<file path="src/rtl/mips_mc_pkg.sv">
// Shared types and encodings for the multicycle MIPS main control FSM
// and its control-word decoder.
package mips_mc_pkg;

  typedef enum logic [3:0] {
    FETCH  = 4'd0,
    DECODE = 4'd1,
    MEMADR = 4'd2,
    MEMRD  = 4'd3,
    MEMWB  = 4'd4,
    MEMWR  = 4'd5,
    EXEC   = 4'd6,
    ALUWB  = 4'd7,
    BEQ    = 4'd8,
    BNE    = 4'd9,
    ADDIEX = 4'd10,
    ADDIWB = 4'd11,
    JUMP   = 4'd12,
    TRAP   = 4'd13
  } state_t;

  localparam logic [5:0] OP_RTYPE = 6'b000000;
  localparam logic [5:0] OP_LW    = 6'b100011;
  localparam logic [5:0] OP_SW    = 6'b101011;
  localparam logic [5:0] OP_BEQ   = 6'b000100;
  localparam logic [5:0] OP_BNE   = 6'b000101;
  localparam logic [5:0] OP_ADDI  = 6'b001000;
  localparam logic [5:0] OP_J     = 6'b000010;

  localparam logic [1:0] ALU_ADD   = 2'b00;
  localparam logic [1:0] ALU_SUB   = 2'b01;
  localparam logic [1:0] ALU_FUNCT = 2'b10;

  localparam logic [1:0] SRCB_REG   = 2'b00;
  localparam logic [1:0] SRCB_FOUR  = 2'b01;
  localparam logic [1:0] SRCB_IMM   = 2'b10;
  localparam logic [1:0] SRCB_IMMSH = 2'b11;

  localparam logic [1:0] PCSRC_ALU  = 2'b00;
  localparam logic [1:0] PCSRC_OUT  = 2'b01;
  localparam logic [1:0] PCSRC_JUMP = 2'b10;

  typedef struct packed {
    logic       iord;
    logic       irwrite;
    logic       memwrite;
    logic       memtoreg;
    logic       regwrite;
    logic       regdst;
    logic       alusrca;
    logic       branch;
    logic       branchne;
    logic       pcwrite;
    logic [1:0] alusrcb;
    logic [1:0] aluop;
    logic [1:0] pcsrc;
    logic       illegal;
  } ctrl_t;

  localparam int CTRL_W = $bits(ctrl_t);

  // States whose exit back to FETCH retires an instruction.
  function automatic logic is_terminal(state_t s);
    case (s)
      MEMWB, MEMWR, ALUWB, BEQ, BNE, ADDIWB, JUMP: is_terminal = 1'b1;
      default:                                     is_terminal = 1'b0;
    endcase
  endfunction

endpackage

</file>
<file path="src/rtl/mc_ctrl_outdec.sv">
// Combinational state-to-control-word decoder; shared by the main FSM
// and the trace monitor so both agree on what each state drives.
module mc_ctrl_outdec
  import mips_mc_pkg::*;
#(
  parameter bit ENABLE_BNE = 1'b1
) (
  input  logic [3:0]        state,
  output logic [CTRL_W-1:0] ctrl
);

  ctrl_t c;

  always_comb begin
    c = '0;
    case (state_t'(state))
      FETCH: begin
        c.alusrcb = SRCB_FOUR;
        c.irwrite = 1'b1;
        c.pcwrite = 1'b1;
        c.aluop   = ALU_ADD;
        c.pcsrc   = PCSRC_ALU;
      end
      DECODE: c.alusrcb = SRCB_IMMSH;
      MEMADR, ADDIEX: begin
        c.alusrca = 1'b1;
        c.alusrcb = SRCB_IMM;
      end
      MEMRD: c.iord = 1'b1;
      MEMWB: begin
        c.regwrite = 1'b1;
        c.memtoreg = 1'b1;
      end
      MEMWR: begin
        c.iord     = 1'b1;
        c.memwrite = 1'b1;
      end
      EXEC: begin
        c.alusrca = 1'b1;
        c.aluop   = ALU_FUNCT;
      end
      ALUWB: begin
        c.regwrite = 1'b1;
        c.regdst   = 1'b1;
      end
      BEQ: begin
        c.alusrca = 1'b1;
        c.aluop   = ALU_SUB;
        c.pcsrc   = PCSRC_OUT;
        c.branch  = 1'b1;
      end
      BNE: begin
        c.alusrca  = 1'b1;
        c.aluop    = ALU_SUB;
        c.pcsrc    = PCSRC_OUT;
        c.branchne = ENABLE_BNE;
      end
      ADDIWB: c.regwrite = 1'b1;
      JUMP: begin
        c.pcsrc   = PCSRC_JUMP;
        c.pcwrite = 1'b1;
      end
      TRAP: c.illegal = 1'b1;
      default: ;
    endcase
  end

  assign ctrl = c;

endmodule

</file>
<file path="src/rtl/mc_main_fsm.sv">
// Multicycle MIPS main control FSM: state register, next-state logic,
// registered Moore control word and retired-instruction counter.
//
// state  | meaning
// FETCH  | read instruction, PC += 4 (holds for mem_ready when handshaking)
// DECODE | register read, branch target into ALUOut
// MEMADR | LW/SW effective address
// MEMRD  | LW data read (holds for mem_ready when handshaking)
// MEMWB  | LW register writeback
// MEMWR  | SW data write (holds for mem_ready when handshaking)
// EXEC   | R-type ALU operation
// ALUWB  | R-type register writeback
// BEQ    | compare, branch if equal
// BNE    | compare, branch if not equal
// ADDIEX | ADDI ALU operation
// ADDIWB | ADDI register writeback
// JUMP   | PC <= jump target
// TRAP   | illegal opcode seen; sticky until reset
module mc_main_fsm
  import mips_mc_pkg::*;
#(
  parameter int MEM_HANDSHAKE = 0,
  parameter int ENABLE_BNE    = 1,
  parameter int CNT_W         = 32
) (
  input  logic             clk,
  input  logic             reset,
  input  logic [5:0]       op,
  input  logic             mem_ready,
  output logic             IorD,
  output logic             IRwrite,
  output logic             memwrite,
  output logic             memtoreg,
  output logic             regwrite,
  output logic             regdst,
  output logic             alusrcA,
  output logic             branch,
  output logic             branchne,
  output logic             pcwrite,
  output logic [1:0]       alusrcB,
  output logic [1:0]       aluop,
  output logic [1:0]       pcsrc,
  output logic             illegal,
  output logic [3:0]       state_o,
  output logic [CNT_W-1:0] retired
);

  state_t              state;
  state_t              state_nxt;
  state_t              dec_state;
  logic [CTRL_W-1:0]   ctrl_nxt;
  ctrl_t               ctrl_q;
  logic                mem_done;
  logic                fetch_ok;

  assign mem_done = (MEM_HANDSHAKE == 0) || mem_ready;

  always_comb begin
    state_nxt = state;
    case (state)
      FETCH:  if (mem_done) state_nxt = DECODE;
      DECODE: begin
        case (op)
          OP_RTYPE:     state_nxt = EXEC;
          OP_LW, OP_SW: state_nxt = MEMADR;
          OP_BEQ:       state_nxt = BEQ;
          OP_BNE:       state_nxt = (ENABLE_BNE != 0) ? BNE : TRAP;
          OP_ADDI:      state_nxt = ADDIEX;
          OP_J:         state_nxt = JUMP;
          default:      state_nxt = TRAP;
        endcase
      end
      MEMADR: state_nxt = (op == OP_SW) ? MEMWR : MEMRD;
      MEMRD:  if (mem_done) state_nxt = MEMWB;
      MEMWR:  if (mem_done) state_nxt = FETCH;
      EXEC:   state_nxt = ALUWB;
      ADDIEX: state_nxt = ADDIWB;
      MEMWB, ALUWB, BEQ, BNE, ADDIWB, JUMP: state_nxt = FETCH;
      TRAP:   state_nxt = TRAP;
      default: state_nxt = FETCH;
    endcase
  end

  // Decode the state being entered so the control word is registered
  // alongside the state and is valid from the first cycle of each state.
  assign dec_state = reset ? FETCH : state_nxt;

  mc_ctrl_outdec #(
    .ENABLE_BNE (ENABLE_BNE != 0)
  ) u_outdec (
    .state (dec_state),
    .ctrl  (ctrl_nxt)
  );

  always_ff @(posedge clk) begin
    ctrl_q <= ctrl_t'(ctrl_nxt);
    if (reset) begin
      state   <= FETCH;
      retired <= '0;
    end else begin
      state <= state_nxt;
      if (is_terminal(state) && (state_nxt == FETCH))
        retired <= retired + CNT_W'(1);
    end
  end

  // A stalled fetch must not latch the IR or bump the PC; JUMP's pcwrite
  // is never gated.
  assign fetch_ok = (state != FETCH) || mem_done;

  assign IorD     = ctrl_q.iord;
  assign IRwrite  = ctrl_q.irwrite & fetch_ok;
  assign memwrite = ctrl_q.memwrite;
  assign memtoreg = ctrl_q.memtoreg;
  assign regwrite = ctrl_q.regwrite;
  assign regdst   = ctrl_q.regdst;
  assign alusrcA  = ctrl_q.alusrca;
  assign branch   = ctrl_q.branch;
  assign branchne = ctrl_q.branchne;
  assign pcwrite  = ctrl_q.pcwrite & fetch_ok;
  assign alusrcB  = ctrl_q.alusrcb;
  assign aluop    = ctrl_q.aluop;
  assign pcsrc    = ctrl_q.pcsrc;
  assign illegal  = ctrl_q.illegal;
  assign state_o  = state;

endmodule

</file>
<file path="config.mk">
export PLATFORM = sky130hd
export DESIGN_NAME = mc_main_fsm
export DESIGN_NICKNAME = d
export VERILOG_FILES = /design/src/rtl/mips_mc_pkg.sv /design/src/rtl/mc_ctrl_outdec.sv /design/src/rtl/mc_main_fsm.sv
export SDC_FILE = /design/constraint.sdc
export NUM_CORES = 1
export LEC_CHECK = 0
export CAP_MARGIN = 20
export CORE_MARGIN = 2
export CORE_UTILIZATION = 45
export DETAILED_ROUTE_END_ITERATION = 7
export PLACE_DENSITY = 0.86
export SLEW_MARGIN = 15
export SYNTH_ARGS = -nofsm -noshare
export SYNTH_HDL_FRONTEND = slang
export SYNTH_SLANG_ARGS = --single-unit
</file>
<file path="constraint.sdc">
create_clock -name clk -period 3.7 [get_ports clk]
set_clock_uncertainty 0.05 [all_clocks]
set_input_delay 0.37 -clock clk [delete_from_list [all_inputs] [get_ports clk]]
set_output_delay 0.37 -clock clk [all_outputs]
set_load 0.01 [all_outputs]
</file>
==> metrics, run 1 <==
largest net degree at the start of global routing 48; crit end category flop; via count 2206; FFs w/ async S/R, synth 0; CORE AREA 5110 um2; final wirelength 5420 um; fill count about 460; EDFF count, synth 0; GRT Overall Usage 0.196; post-synthesis register bit count 52; io pins 62; P&R area growth vs syn 31.3%; H-tree levels 2; hold endpoint retired[31]; clock-pin transition on the worst setup and hold timing paths 0.09 ns; Seq/Total Area, Yosys 0.440; Syn Inst Count 280; register area about 1000 um2; initial antenna violation count 0; Worst-Skew Late Latency 0.30 ns; Layout Nets 345; CTS sink cnt 52; clock buffer count from CTS 5; RSZ-0062 raised after global routing false; Die ar. 5860 um2; Post-Syn Area 2370 um2; DRC violation total after the first TritonRoute iteration 91; Final Cycle Share 0.640; area of placed instances 3010 um2; Vias per Instance 5.43; f_max 0.422 GHz; r2r setup slk approximately 1.3 ns; Worst slew margin 0.652; Worst-Margin Slew 0.514 ns; hpwl dp 3920 um; clock root buffer clkbuf_8; non-filler instance count after layout between 400 and 500; crit-path max cell delay 0.66 ns; Top FF cell, synth dfxtp_1; Starting Density 0.464; Netlist cell types 47; GPL Wtd Cong 0.833; final instance area 3110 um2; Min-Delay Startpoint retired[31]; HP Class flop to flop; post-cts resize count 0; Critical Path Start Type flop; Bufs on Longest Clock Path 2; leak pwr 0.00102 uW; Hold Buf Count CTS 0; area of the multi-input gates 1240 um2; total of max-cap violations 0; R2R Path End retired[30]; most common cell after layout, fill and taps aside clkdlybuf4s50_1; ratio of cells with drive above 1 in the final layout 0.0476; worst path buffer plus inverter count 0; Post-Syn Area per Cell 8.46 um2; syn nets 290; row cnt 26; CTS tree done; gr ovfl total 0; power density over the cells 375 nW/um2; synth warn 0; Routed WL per cell 13.3 um; Die Y-Extent 76.6 um; number of global-route vias before repair 2101; CP Data Required Time 3.89 ns; worst reg-to-reg path cell count 5; RR Startpoint retired[2]; number of port buffers 60; DR DRC count 0; CP Max Fanout 18; dpl cells slightly below 400; critical path type flop to flop; hold path cells 2; Setup violations, final 0; cell family with most CP delay simple AND/OR/NAND/NOR gates; slowest stage cell, crit path or4_1; Final ANT Viol Nets 0; run status finished, final reports clean; ANT cells 0; most frequent cells in the layout 60 x clkdlybuf4s50_1, 52 x dfxtp_1, 36 x nor2_1; Die Wd roughly 77 um; Setup Buffers After CTS 0; crit-path cells nand4_4 -> or2_0 -> or4_1 -> or3_1 -> a21oi_1; Arr. time, crit path 2.55 ns; setup total negative slack 0 ns; global-route wire length before repair between 9000 and 10000 um; drt first pass iters 4; Slew Limit Fails 0; final hold viol count 0; maximum vdd drop 0.000237 V; post-layout min period 2.37 ns
==> report_power, final <==
group	switching, uW	leakage, uW	internal, uW
Clock	194	0.0000463	139
Combinational	106	0.000551	108
Sequential	29.0	0.000422	591
Total	329	0.00102	838
==> cell type report <==
type                            count  share of cell area
Timing Repair Buffer               63               0.200
Sequential cell                    52               0.335
Multi-Input combinational cell    208               0.400
Clock buffer                        5              0.0221
Inverter                            5             0.00603
Tap cell                           70              0.0282
Clock inverter                      3             0.00885
==> metal layers <==
metal,track usage,up-vias,part of all wire
li1,-,1111,-
met1,0.259,1015,0.46
met2,0.326,74,0.47
met3,0.0379,6,0.058
met4,0.0582,0,0.011
met5,0,-,0
==> registers in the layout (all words and copies together) (netlist names) <==
| signal | cells |
|---|---|
| IorD | 1 |
| regwrite | 1 |
| branchne | 1 |
| alusrcB | 2 |
| illegal | 1 |
| regdst | 1 |
| pcwrite | 1 |
| IRwrite | 1 |
| memtoreg | 1 |
| pcsrc | 2 |
| retired | 32 |
| memwrite | 1 |
| branch | 1 |
| aluop | 1 |
| state_o | 4 |
| alusrcA | 1 |
==> worst reg2reg max path: cells and delay by family, from the launching register on <==
| kind | cells | cell delay [ns] |
|---|---|---|
| and+or+nand+nor | 4 | 1.64 |
| AOI/OAI and AO/OA | 1 | 0.14 |
| DFF | 1 | 0.48 |
==> logic make-up after synthesis <==
family | synth area share
AND/OR/NAND/NOR | 0.325
flip-flops | 0.440
AO/OA/AOI/OAI | 0.111
buffers and inverters | 0.0354
XOR/XNOR | 0.0703
multiplexers | 0.00898
adder cells (fa/ha/maj) | 0.00951
==> per-stage QoR <==
stage | total power, uW | hold slack, ns | util | worst slack, ns
floorplan | 742 | 0.447 | - | 1.59
global placement | 837 | 0.416 | 0.590 | 1.25
detailed placement | 846 | 0.439 | 0.590 | 1.22
CTS | 1180 | 0.454 | 0.609 | 1.33
global route | 1230 | 0.520 | 0.609 | 1.18
finish | 1170 | 0.454 | 0.609 | 1.33
==> cell usage after synthesis, drive strengths merged (2+ instances only) <==
| cell | count | area, um2 |
|---|---|---|
| dfxtp | 52 | 1040 |
| nor2 | 36 | 135 |
| nand2 | 16 | 60.1 |
| nor3 | 15 | 75.1 |
| o21ai | 15 | 75.1 |
| or3 | 14 | 87.6 |
| xnor2 | 14 | 123 |
| a21oi | 12 | 60.1 |
| nand3 | 12 | 60.1 |
| nand4 | 11 | 83.8 |
| clkbuf | 10 | 37.5 |
| nor4 | 8 | 50.1 |
| and3 | 5 | 31.3 |
| buf | 5 | 27.5 |
| inv | 5 | 18.8 |
| xor2 | 5 | 43.8 |
| and4 | 4 | 35.0 |
| nor2b | 4 | 25.0 |
| nor3b | 3 | 22.5 |
| o31ai | 3 | 22.5 |
| or2 | 3 | 18.8 |
| or4 | 3 | 22.5 |
| a211oi | 2 | 15.0 |
| and2 | 2 | 12.5 |
| and3b | 2 | 17.5 |
==> worst max-delay path by stage <==
stage               slack [ns]          end  depth (start not counted)       start
detailed placement        1.22      pcwrite                          6       op[0]
finish                    1.33  retired[30]                          5  retired[2]
global route              1.18  retired[26]                          5  retired[3]
floorplan                 1.59  retired[28]                          6  retired[2]
global placement          1.25      pcwrite                          6       op[5]
CTS                       1.33  retired[30]                          5  retired[2]
Note: power is estimated with default switching activity, not from simulation.
==> run 2, diff against run 1 <==
==> constraint.sdc (replaced) <==
create_clock -name clk -period 2.2 [get_ports clk]
set_clock_uncertainty 0.05 [all_clocks]
set_input_delay 0.22 -clock clk [delete_from_list [all_inputs] [get_ports clk]]
set_output_delay 0.22 -clock clk [all_outputs]
set_load 0.01 [all_outputs]
==> metrics, run 2 (synthesized netlist as in run 1, its figures left out) <==
via count 2360 (was 2206); Die Y-Extent 76.6 um (unchanged); Layout Nets 369 (was 345); CORE AREA 5110 um2 (unchanged); CTS sink cnt 52 (unchanged); setup total negative slack 0 ns (unchanged); CTS tree done (unchanged); Vias per Instance 5.49 (was 5.43); final hold viol count 0 (unchanged); most common cell after layout, fill and taps aside clkdlybuf4s50_1 (unchanged); final wirelength 6030 um (was 5420 um); Starting Density 0.464 (unchanged); most frequent cells in the layout 60 x clkdlybuf4s50_1, 51 x dfxtp_1, 36 x nor2_1 (was 60 x clkdlybuf4s50_1, 52 x dfxtp_1, 36 x nor2_1); number of port buffers 60 (unchanged); Bufs on Longest Clock Path 2 (unchanged); GPL Wtd Cong 0.840 (was 0.833); initial antenna violation count 0 (unchanged); Final Cycle Share 0.947 (was 0.640); largest net degree at the start of global routing 29 (was 48); Critical Path Start Type flop (unchanged); M2 GR Usage 0.386 (was 0.326); fill count 436 (was 457); routing usage on met1 0.259 (about the same); most flop-heavy register retired (unchanged); Hold Buf Count CTS 0 (unchanged); CP Data Required Time 2.39 ns (was 3.89 ns); GRT Overall Usage 0.210 (was 0.196); Arr. time, crit path 2.28 ns (was 2.55 ns); setup slack after layout 0.116 ns (was 1.33 ns); post-layout min period 2.08 ns (was 2.37 ns); max reg flops 32 (unchanged); DR DRC count 0 (unchanged); Worst-Margin Slew 0.408 ns (was 0.514 ns); ANT cells 0 (unchanged); io pins 62 (unchanged); met3 global-route usage 0.0344 (was 0.0379); CP Max Fanout 13 (was 18); global-route wire length before repair 10200 um (was 9670 um); row cnt 26 (unchanged); number of global-route vias before repair 2194 (was 2101); busiest grt layer met2 (unchanged); Worst slew margin 0.721 (was 0.652); final core utilization 0.649 (was 0.609); HP Class flop to flop (unchanged); leak pwr 0.00115 uW (was 0.00102 uW); power density over the cells 633 nW/um2 (was 375 nW/um2); critical path type flop to flop (unchanged); ratio of cells with drive above 1 in the final layout 0.117 (was 0.0476); DRC violation total after the first TritonRoute iteration 176 (was 91); clock-pin transition on the worst setup and hold timing paths 0.10 ns (was 0.09 ns); maximum vdd drop 0.000311 V (was 0.000237 V); Final ANT Viol Nets 0 (unchanged); clock root buffer clkbuf_8 (unchanged); total of max-cap violations 0 (unchanged); run status finished, final reports clean (unchanged); Die ar. 5860 um2 (unchanged); gr ovfl total 0 (unchanged); Worst-Skew Late Latency 0.31 ns (was 0.30 ns); RSZ-0062 raised after global routing false (unchanged); total power 2100 uW (was 1170 uW); Slew Limit Fails 0 (unchanged); f_max 0.480 GHz (was 0.422 GHz); clock buffer count from CTS 5 (unchanged); pre-CTS WS -0.142 ns (was 1.22 ns); Routed WL per cell 14.0 um (was 13.3 um); Die Wd 76.6 um (unchanged); drt first pass iters 4 (unchanged); P&R area growth vs syn 39.9% (was 31.3%); Setup violations, final 0 (unchanged); crit end category flop (unchanged); H-tree levels 2 (unchanged); hpwl dp 4350 um (was 3920 um)
==> run 2: cell types whose count changed in the layout (fill, tap and decap cells not counted), sizes merged <==
cell    change
bufinv      +1
clkinv      -1
buf        +24
==> run 2: cell type report <==
class,count,area [um2],area share
flip-flops and latches,52,1040,0.314
repair buffers,87,803,0.242
multi-input cells,208,1250,0.376
well taps,70,87.6,0.0264
clock inverters,3,46.3,0.0140
inverters,5,18.8,0.00566
clock buffers,5,68.8,0.0208
==> run 2: metrics by stage <==
| step | cell area [um2] | cells | hold slack (ns) |
|---|---|---|---|
| 3_5_place_dp | 3190 | 422 | 0.437 |
| 3_3_place_gp | 3190 | 422 | 0.416 |
| 5_1_grt | 3310 | 430 | 0.464 |
| 6_report | 3310 | 430 | 0.443 |
| 4_1_cts | 3310 | 430 | 0.451 |
| 2_1_floorplan | 2370 | 280 | 0.447 |
==> run 2: worst max-delay path: stages, from the launching register on <==
cell and delay (ns):
dfxtp_1 0.59, nor2_1 0.17, nor3_1 0.23, buf_4 0.23
nand4_1 0.16, or4_1 0.44, a21oi_1 0.15
==> run 2: metal layers <==
metal / routed length (um) / part of all wire
met1: 2680 / 0.44
met2: 2990 / 0.50
met3: 323 / 0.054
met4: 31 / 0.0051
met5: 0 / 0
==> run 2: worst paths after layout <==
path,startpoint,to,slack [ns],cells past startpoint
setup / recovery,state_o[3],retired[31],0.12,6
hold / removal,retired[31],retired[31],0.44,2
setup reg to reg,state_o[3],retired[31],0.12,6
hold reg to reg,retired[31],retired[31],0.44,2
==> run 2: repair_timing <==
item,CTS,global route
buffers inserted,0,0
endpoints found under the setup margin,0,7
resized for setup,0,2
==> run 2: power breakdown <==
part           total (uW)  internal, uW  switching (uW)
clock                 665           343             322
combinational         391           204             188
sequential           1040           994            48.0
==> run 3, diff against run 2 <==
--- a/config.mk
+++ b/config.mk
@@ -5,7 +5,6 @@
 export SDC_FILE = /design/constraint.sdc
 export NUM_CORES = 1
 export LEC_CHECK = 0
-export CAP_MARGIN = 20
 export CORE_MARGIN = 2
 export CORE_UTILIZATION = 45
 export DETAILED_ROUTE_END_ITERATION = 7
==> results of run 3 <==
Same layout as run 2: the final DEF is identical, and so are final timing and power.
